### config.mk
export PLATFORM = sky130hd
export DESIGN_NAME = multi_digit_display_scanner
export DESIGN_NICKNAME = d
export VERILOG_FILES = /design/src/rtl/multi_digit_display_scanner.sv
export SDC_FILE = /design/constraint.sdc
export NUM_CORES = 1
export LEC_CHECK = 0
export CAP_MARGIN = 20
export CORE_MARGIN = 2
export CORE_UTILIZATION = 30
export CTS_CLUSTER_DIAMETER = 40
export DETAILED_ROUTE_END_ITERATION = 8
export HOLD_SLACK_MARGIN = 0.02
export PLACE_DENSITY = 0.6
export SYNTH_ARGS = -nofsm -noshare
export SYNTH_HDL_FRONTEND = slang
export SYNTH_SLANG_ARGS = --single-unit
### constraint.sdc
create_clock -name clock -period 2.8 [get_ports clock]
set_input_delay 0.84 -clock clock [delete_from_list [all_inputs] [get_ports clock]]
set_output_delay 0.84 -clock clock [all_outputs]
set_load 0.02 [all_outputs]
### src/rtl/multi_digit_display_scanner.sv
// ---------------------------------------------------------------------------
// multi_digit_display_scanner
//
// Multiplexed seven-segment driver for an N-digit common-anode display.
// One digit slot lasts TICK_DIVIDE clocks. Its first cycle is a dead-time
// cycle with every common off, so the previous digit cannot ghost into the
// next one. Data is double-buffered: 'load' captures into shadow registers,
// and the shadow is committed to the displayed (active) set only at a frame
// boundary. This keeps a frame from ever mixing old and new data.
//
// Optional feature macro: SEGDISP_BLINK_EN
//   When defined, a frame counter toggles a blink phase every BLINK_FRAMES
//   frame boundaries. Digits whose captured blink_mask bit is set go fully
//   dark (commons and dp) during the off phase. When the macro is undefined,
//   blink_mask is accepted and ignored.
//
// Ports
//   clock          system clock
//   reset          synchronous, active-high
//   digits         packed hex, digit i = digits[4i+3:4i], digit 0 rightmost
//   dp             decimal point per digit, 1 = lit
//   digit_enable   1 = digit may light
//   blank_leading  live (uncaptured) leading-zero blanking enable
//   blink_mask     1 = digit blinks (only with SEGDISP_BLINK_EN)
//   load           one-cycle capture strobe into the shadow registers
//   pending        shadow holds data not yet committed to the display
//   commons        active-low digit selects (registered)
//   segments       active-low {dp,g,f,e,d,c,b,a} (registered)
//   frame_done     one-cycle pulse in the cycle after each frame boundary
// ---------------------------------------------------------------------------
module multi_digit_display_scanner #(
  parameter int CLOCK_FREQUENCY = 100000000,
  parameter int REFRESH_RATE    = 80,
  parameter int NUM_DIGITS      = 4,
  parameter int TICK_DIVIDE     = CLOCK_FREQUENCY / (REFRESH_RATE * NUM_DIGITS),
  parameter int BLINK_FRAMES    = 40
) (
  input  logic                    clock,
  input  logic                    reset,
  input  logic [4*NUM_DIGITS-1:0] digits,
  input  logic [NUM_DIGITS-1:0]   dp,
  input  logic [NUM_DIGITS-1:0]   digit_enable,
  input  logic                    blank_leading,
  input  logic [NUM_DIGITS-1:0]   blink_mask,
  input  logic                    load,
  output logic                    pending,
  output logic [NUM_DIGITS-1:0]   commons,
  output logic [7:0]              segments,
  output logic                    frame_done
);

  localparam int TW = $clog2(TICK_DIVIDE);
  localparam int IW = $clog2(NUM_DIGITS);
  localparam logic [TW-1:0] TICK_LAST = TW'(TICK_DIVIDE - 1);
  localparam logic [IW-1:0] IDX_LAST  = IW'(NUM_DIGITS - 1);

  // Active-high segment pattern {g,f,e,d,c,b,a} for one hex digit.
  function automatic logic [6:0] hex_to_seg(input logic [3:0] hex);
    case (hex)
      4'h0:    hex_to_seg = 7'h3F;
      4'h1:    hex_to_seg = 7'h06;
      4'h2:    hex_to_seg = 7'h5B;
      4'h3:    hex_to_seg = 7'h4F;
      4'h4:    hex_to_seg = 7'h66;
      4'h5:    hex_to_seg = 7'h6D;
      4'h6:    hex_to_seg = 7'h7D;
      4'h7:    hex_to_seg = 7'h07;
      4'h8:    hex_to_seg = 7'h7F;
      4'h9:    hex_to_seg = 7'h6F;
      4'hA:    hex_to_seg = 7'h77;
      4'hB:    hex_to_seg = 7'h7C;
      4'hC:    hex_to_seg = 7'h39;
      4'hD:    hex_to_seg = 7'h5E;
      4'hE:    hex_to_seg = 7'h79;
      4'hF:    hex_to_seg = 7'h71;
      default: hex_to_seg = 7'h00;
    endcase
  endfunction

  logic [TW-1:0]           tick_cnt_r;
  logic [IW-1:0]           scan_idx_r;
  logic [4*NUM_DIGITS-1:0] shd_digits_r, act_digits_r;
  logic [NUM_DIGITS-1:0]   shd_dp_r, act_dp_r;
  logic [NUM_DIGITS-1:0]   shd_en_r, act_en_r;

  logic                    tick_s;
  logic                    wrap_s;
  logic [NUM_DIGITS-1:0]   blank_s;
  logic                    run_s;
  logic [NUM_DIGITS-1:0]   sel_s;
  logic [3:0]              cur_hex_s;
  logic [6:0]              cur_code_s;
  logic                    cur_dark_s;
  logic                    blink_dark_s;

  assign tick_s = (tick_cnt_r == TICK_LAST);
  // The wrap tick (last slot ending) is the frame boundary.
  assign wrap_s = tick_s && (scan_idx_r == IDX_LAST);

`ifdef SEGDISP_BLINK_EN
  localparam int BW = (BLINK_FRAMES > 1) ? $clog2(BLINK_FRAMES) : 1;
  localparam logic [BW-1:0] BLINK_LAST = BW'(BLINK_FRAMES - 1);

  logic [NUM_DIGITS-1:0] shd_blink_r, act_blink_r;
  logic [BW-1:0]         blink_cnt_r;
  logic                  blink_off_r;

  // Blink phase: toggles every BLINK_FRAMES frame boundaries, starts in on phase.
  always_ff @(posedge clock) begin
    if (reset) begin
      blink_cnt_r <= {BW{1'b0}};
      blink_off_r <= 1'b0;
    end else if (wrap_s) begin
      if (blink_cnt_r == BLINK_LAST) begin
        blink_cnt_r <= {BW{1'b0}};
        blink_off_r <= ~blink_off_r;
      end else begin
        blink_cnt_r <= blink_cnt_r + BW'(1);
      end
    end
  end

  // Blink mask double buffer, committed together with the rest of the frame data.
  always_ff @(posedge clock) begin
    if (reset) begin
      shd_blink_r <= {NUM_DIGITS{1'b0}};
      act_blink_r <= {NUM_DIGITS{1'b0}};
    end else begin
      if (wrap_s && pending) begin
        act_blink_r <= shd_blink_r;
      end
      if (load) begin
        shd_blink_r <= blink_mask;
      end
    end
  end

  assign blink_dark_s = blink_off_r & act_blink_r[scan_idx_r];
`else
  logic unused_blink_s;
  assign unused_blink_s = ^{blink_mask, BLINK_FRAMES[0]};
  assign blink_dark_s   = 1'b0;
`endif

  // Slot timing, scan index, frame pulse and shadow/active double buffer.
  always_ff @(posedge clock) begin
    if (reset) begin
      tick_cnt_r   <= {TW{1'b0}};
      scan_idx_r   <= {IW{1'b0}};
      pending      <= 1'b0;
      frame_done   <= 1'b0;
      shd_digits_r <= {(4*NUM_DIGITS){1'b0}};
      act_digits_r <= {(4*NUM_DIGITS){1'b0}};
      shd_dp_r     <= {NUM_DIGITS{1'b0}};
      act_dp_r     <= {NUM_DIGITS{1'b0}};
      shd_en_r     <= {NUM_DIGITS{1'b0}};
      act_en_r     <= {NUM_DIGITS{1'b0}};
    end else begin
      tick_cnt_r <= tick_s ? {TW{1'b0}} : tick_cnt_r + TW'(1);
      if (tick_s) begin
        scan_idx_r <= (scan_idx_r == IDX_LAST) ? {IW{1'b0}} : scan_idx_r + IW'(1);
      end
      frame_done <= wrap_s;
      // Commit reads the old shadow, so a load on the boundary cycle is held
      // for the following frame.
      if (wrap_s && pending) begin
        act_digits_r <= shd_digits_r;
        act_dp_r     <= shd_dp_r;
        act_en_r     <= shd_en_r;
      end
      if (load) begin
        shd_digits_r <= digits;
        shd_dp_r     <= dp;
        shd_en_r     <= digit_enable;
        pending      <= 1'b1;
      end else if (wrap_s) begin
        pending      <= 1'b0;
      end
    end
  end

  // Leading-zero blanking: walk down from the top digit while digits are zero.
  always_comb begin
    blank_s = {NUM_DIGITS{1'b0}};
    run_s   = blank_leading;
    for (int i = NUM_DIGITS - 1; i > 0; i--) begin
      if (run_s && (act_digits_r[4*i +: 4] == 4'h0)) begin
        blank_s[i] = 1'b1;
      end else begin
        run_s = 1'b0;
      end
    end
  end

  // Current digit select and its segment pattern.
  always_comb begin
    sel_s             = {NUM_DIGITS{1'b0}};
    sel_s[scan_idx_r] = 1'b1;
    cur_hex_s         = act_digits_r[{scan_idx_r, 2'b00} +: 4];
    cur_code_s        = blank_s[scan_idx_r] ? 7'h00 : hex_to_seg(cur_hex_s);
    cur_dark_s        = ~act_en_r[scan_idx_r] | blink_dark_s;
  end

  // Pin drivers: dead time in the cycle after a tick, dark digits fully off.
  always_ff @(posedge clock) begin
    if (reset) begin
      commons  <= {NUM_DIGITS{1'b1}};
      segments <= 8'hFF;
    end else if (tick_s || cur_dark_s) begin
      commons  <= {NUM_DIGITS{1'b1}};
      segments <= 8'hFF;
    end else begin
      commons  <= ~sel_s;
      segments <= ~{act_dp_r[scan_idx_r], cur_code_s};
    end
  end

endmodule
Word level (Yosys, flattened, before mapping)
Memories as Yosys holds them, arrays and structs flattened.
Cells that the tools add are included.
Widths: inputs -> output; s select.
{"block": "classes", "n_mul": 0, "bitwise": 3, "n_shift": 1, "n_reduce_logical": 13, "div": 0, "mux": 17, "n_eq_ne": 2, "n_lt_le_gt_ge": 2, "n_addsub": 2}
{"op": "$add 19x1->19 const B", "n": 1}
{"op": "$eq 19x19->1 const B", "n": 1}
{"op": "$shiftx 16x5->4", "n": 1}
{"op": "$logic_not 4->1", "n": 3}
{"op": "$mux 1", "n": 11}
{"op": "$not 8->8", "n": 1}
{"op": "$mux 7", "n": 1}
{"op": "$bmux 1 s2", "n": 3}
{"op": "$logic_and 1x1->1", "n": 6}
{"op": "$not 4->4", "n": 1}
{"op": "$reduce_or 2->1", "n": 2}
{"op": "$lt 2x3->1 const B", "n": 1}
{"op": "$add 2x1->2 const B", "n": 1}
{"op": "$demux 1 s2", "n": 1}
{"op": "$eq 2x2->1 const B", "n": 1}
{"op": "$ge 2x1->1 const B", "n": 1}
{"op": "$mux 2", "n": 1}
{"op": "$reduce_bool 2->1", "n": 1}
{"op": "$logic_or 1x1->1", "n": 1}
{"op": "$not 1->1", "n": 1}
{"block": "totals", "reg_bits": 83, "mem_count": 1, "wordCells": 53, "latch_bits": 0, "out_inout_bits": 14, "ram_bits": 0, "mem_bits_ro": 112, "inputBits": 32}
{"name": "(name not given)", "words": 16, "width": 7, "rd": 1, "rd_ports_with_merged_regs": 0, "write_ports": 0, "line_no": "59", "rtl": "case (hex)"}

Depth between registers and ports, before layout
{"block": "logic_depth", "ltp_word": 11, "mapped_depth": 8, "ltp_nobuf": 7}

Worst setup path before layout
No wires, ideal clock.
{"block": "synth_path", "path_kind": "register to register", "from": "register tick_cnt_r[11]", "to": "register act_digits_r[15]", "period_less_slack_ns": 2.149, "path_stages_with_launch": 8, "arrival_ns": 2.021, "setup_slack_ns": 0.651, "setup_ns": 0.128, "cell_sequence": "dfxtp_1 > or4_1 > or3_1 > buf_2 > nor3_4 > buf_6 > mux2i_1 > nor2_1"}
{"block": "synth_via", "elab_chain_cells": 3}
{"element": "start: declaration", "line_no": "80", "rtl": "logic [TW-1:0] tick_cnt_r;"}
{"element": "start signal: assignment", "line_no": "148", "rtl": "tick_cnt_r <= {TW{1'b0}};"}
{"element": "start signal: assignment", "line_no": "159", "rtl": "tick_cnt_r <= tick_s ? {TW{1'b0}} : tick_cnt_r + TW'(1);"}
{"element": "$eq 19x19->1", "line_no": "96", "rtl": "assign tick_s = (tick_cnt_r == TICK_LAST);"}
{"element": "$logic_and 1x1->1", "line_no": "98", "rtl": "assign wrap_s = tick_s && (scan_idx_r == IDX_LAST);"}
{"element": "$logic_and 1x1->1", "line_no": "166", "rtl": "if (wrap_s && pending) begin"}
{"element": "end signal: assignment", "line_no": "153", "rtl": "act_digits_r <= {(4*NUM_DIGITS){1'b0}};"}
{"element": "end signal: assignment", "line_no": "167", "rtl": "act_digits_r <= shd_digits_r;"}
{"element": "end: declaration", "line_no": "82", "rtl": "logic [4*NUM_DIGITS-1:0] shd_digits_r, act_digits_r;"}
No other way between the ends.
A chain may end at the register's enable or synchronous reset.

Worst setup path in the final report
{"block": "layout_path", "from": "register tick_cnt_r[0]", "to": "register act_dp_r[3]"}
{"block": "layout_via", "elab_chain_cells": 3}
{"element": "$eq 19x19->1", "line_no": "96"}
{"element": "$logic_and 1x1->1", "line_no": "98"}
{"element": "$logic_and 1x1->1", "line_no": "166"}
{"element": "end signal: assignment", "line_no": "155", "rtl": "act_dp_r <= {NUM_DIGITS{1'b0}};"}
{"element": "end signal: assignment", "line_no": "168", "rtl": "act_dp_r <= shd_dp_r;"}
{"element": "end: declaration", "line_no": "83", "rtl": "logic [NUM_DIGITS-1:0] shd_dp_r, act_dp_r;"}
No other way between the ends.

==> impl_metrics.csv <==
group,metric,value,unit
synthesis,async_flop_share,0,
sta,rsz0062_at_grt,"no",
synthesis,synthTopCellsByCount,"dfxtp_1 (83), nor2_1 (78), mux2i_1 (52)",
clocking,cts_tree,"done",
grt,first_global_vias,2391,
clocking,htree_levels,3,
detailed_routing,ant_nets,0,
final_layout,fin_nets,453,
power,power.density,569.7,mW/mm2
power,pwr-share-clk,0.470,
grt,grt_usage,0.1136,
clocking,cts_hold_buf,0,
synthesis,synth_compound_area_frac,0.04017,
detailed_routing,vias,2536,
detailed_routing,drt-total-wl,6950,um
critical_path,cpPeakStageDelay,500,ps
synthesis,ys_seq_area_frac,0.4638,
clocking,clock_sinks,83,
hold_path,hold_class,"reg -> reg",
clocking,root_buffer,"clkbuf_16",
synthesis,syn_inst,370,
place,dp_slack,606.4,ps
synthesis,synth.area.top_cells,"dfxtp_1 (46%), mux2i_1 (15%), nor2_1 (8.2%)",
clocking,clk_pin_slew,60,ps
floorplanning,start_util,0.3111,
final_layout,post-route-util,0.3836,
synthesis,synthAdderAreaFrac,0.03842,
critical_path,critPathRequiredTime,3000,ps
power,p_leak,1.648,nW
critical_path,path_max_fanout,24,
synthesis,yosys.area_share.simple,0.1830,
power,p_seq_frac,0.486,
critical_path,critPathKind,"reg -> reg",
synthesis,synth_top_flop_cell,"dfxtp_1",
critical_path,end_kind,"flop",
floorplanning,die_w,113.3,um
detailed_routing,wl_per_cell,12.46,um
sta,finalCritPeriodShare,0.7867,
sta,fmax,0.4540,GHz
sta,maxSlewHeadroom,0.6016,
synthesis,synth_xor_area_frac,0.04645,
floorplanning,fp.dieH,113.3,um
power,p_comb_frac,0.044,
synthesis,synth_seq_cells,83,
place,hpwl,4943,um
clocking,cts_resized,0,
flow_run,maxCapViolCount,0,
grt,grt-ovfl-total,0,
place,io_buffer_count,41,
clocking,numCtsBuffers,9,
critical_path,cp_top_family,"simple AND/OR/NAND/NOR gates",
grt,grt_pass1_wl,11620,um
synthesis,yosysTopAreaCell,"dfxtp_1",
power,p_int,0.001987,W
floorplanning,coreArea,0.01152,mm2
sta,setup_viol,0,
grt,grt_max_degree,53,
detailed_routing,first_iter_violations,93,
power,switching_share,0.2106,
synthesis,yosysMostFrequentCell,"dfxtp_1",
critical_path,crit_arrival,2400,ps
sta,tns,0,ps
critical_path,cp_slowest_cell,"or3_1",
synthesis,syn_area,0.003582,mm2
clocking,clkLatencyLatePin,340,ps
clocking,clk_path_buf_depth,2,
clocking,cts_setup_buffers,0,
power,ir_drop,0.2302,mV
synthesis,synth_edf_count,0,
outcome,status,"complete, no violations",
critical_path,path_cells,"ha_1, nand4_1, or3_1, nor3_4, buf_12, mux2i_1, nor2_1",
synthesis,avgSynthCellArea,9.682,um2
place,place_area,0.004115,mm2
detailed_routing,viasPerCell,4.545,
power,switching_power,0.0005301,W
sta,whs,483.4,ps
floorplanning,die-area,0.01283,mm2
synthesis,synth_top_family_by_area,"multiplexers",
final_layout,area_growth_syn_to_layout,23.33,%
floorplanning,io-pin-count,46,
detailed_routing,drc_errors,0,
floorplanning,fp-row-count,39,
sta,period_minus_slack,2203,ps
sta,worst_slack,597.3,ps
critical_path,setup.worst_path.start_class,"flop",
final_layout,finish.instance_area,0.004418,mm2
final_layout,drive_above_1_share,0.08916,
sta,hold_violations,0,
final_layout,nFillCells,1147,
critical_path,worst-path-buf-inv,1,
synthesis,ys_types,38,
synthesis,ys.warnings.count,0,
final_layout,antenna_cells,0,
synthesis,syn_nets,413,
place,place_congestion,0.8303,
sta,tightest_slew,592.1,ps
synthesis,synth_top_cell_area_share,0.4638,
synthesis,synth_mux_area_frac,0.1862,
detailed_routing,dr.pass1.iters,4,
grt,antenna_found_initial,0,
sta,slew_violations,0,
sta,skew,10.19,ps
==> layout by cell type (no fill, tap or decap), types with 3 or more instances in the layout <==
cell type,Yosys,routed
a21oi_1,6,6
buf_4,0,6
clkbuf_16,0,9
clkdlybuf4s50_1,0,40
dfxtp_1,83,83
ha_1,11,11
inv_1,9,9
mux2_2,5,5
mux2i_1,52,52
mux4_2,4,4
nand2_1,24,24
nand2b_1,3,3
nand3_1,11,11
nand4_1,4,4
nor2_1,78,78
nor3_1,4,4
nor4_1,9,9
o21ai_0,8,8
xnor2_1,10,10
xor2_1,9,9
==> registers in the layout, indices dropped and copies added, names as in the netlist <==
signal        flops
act_digits_r     16
act_dp_r          4
act_en_r          4
commons           4
frame_done        1
pending           1
scan_idx_r        2
segments          8
shd_digits_r     16
shd_dp_r          4
shd_en_r          4
tick_cnt_r       19
==> final timing paths <==
path / slack [ps] / cells past startpoint / startpoint / end
setup / recovery: 600 / 7 / tick_cnt_r[0] / act_dp_r[3]
hold / removal: 480 / 1 / tick_cnt_r[0] / tick_cnt_r[0]
setup reg to reg: 600 / 7 / tick_cnt_r[0] / act_dp_r[3]
hold reg to reg: 480 / 1 / tick_cnt_r[0] / tick_cnt_r[0]
==> kinds of logic after synthesis <==
logic type	count (synthesis)
mux	61
compound gates	24
simple gates	144
flops	83
xor+xnor	19
fa+ha+maj	11
buf+inv	28
==> layer usage <==
metal  GRT usage  share of wire  up-vias
li1            -              -     1344
met1      0.1567           0.51     1147
met2      0.1661           0.44       39
met3     0.03482          0.035        6
met4     0.04472          0.016        0
met5           0              0        -
==> power groups by stage <==
stage          Sequential (W)  Clock, W  Combinational [W]
4_1_cts               0.00122   0.00122           0.000112
6_report              0.00122   0.00118           0.000110
5_1_grt               0.00123   0.00126           0.000121
2_1_floorplan         0.00124         0          0.0000649
3_3_place_gp          0.00125         0           0.000109
3_5_place_dp          0.00125         0           0.000112
==> metrics by stage <==
stage | instances | total power, W
2_1_floorplan | 370 | 0.001309
3_3_place_gp | 542 | 0.001358
3_5_place_dp | 542 | 0.001362
5_1_grt | 558 | 0.002611
6_report | 558 | 0.002517
4_1_cts | 558 | 0.002557
==> area by class of cell <==
cell class                 count  area [um2]  share of cell area
multi-input combinational    259        1770              0.4007
tap                          143       178.9             0.04050
timing repair buffer          48       470.5              0.1065
inverter                       9       33.78            0.007647
clock buffer                  11       242.7             0.05494
clock inverter                 5       60.06             0.01359
sequential                    83        1662              0.3761
Note: power is estimated with default switching activity, not from simulation.
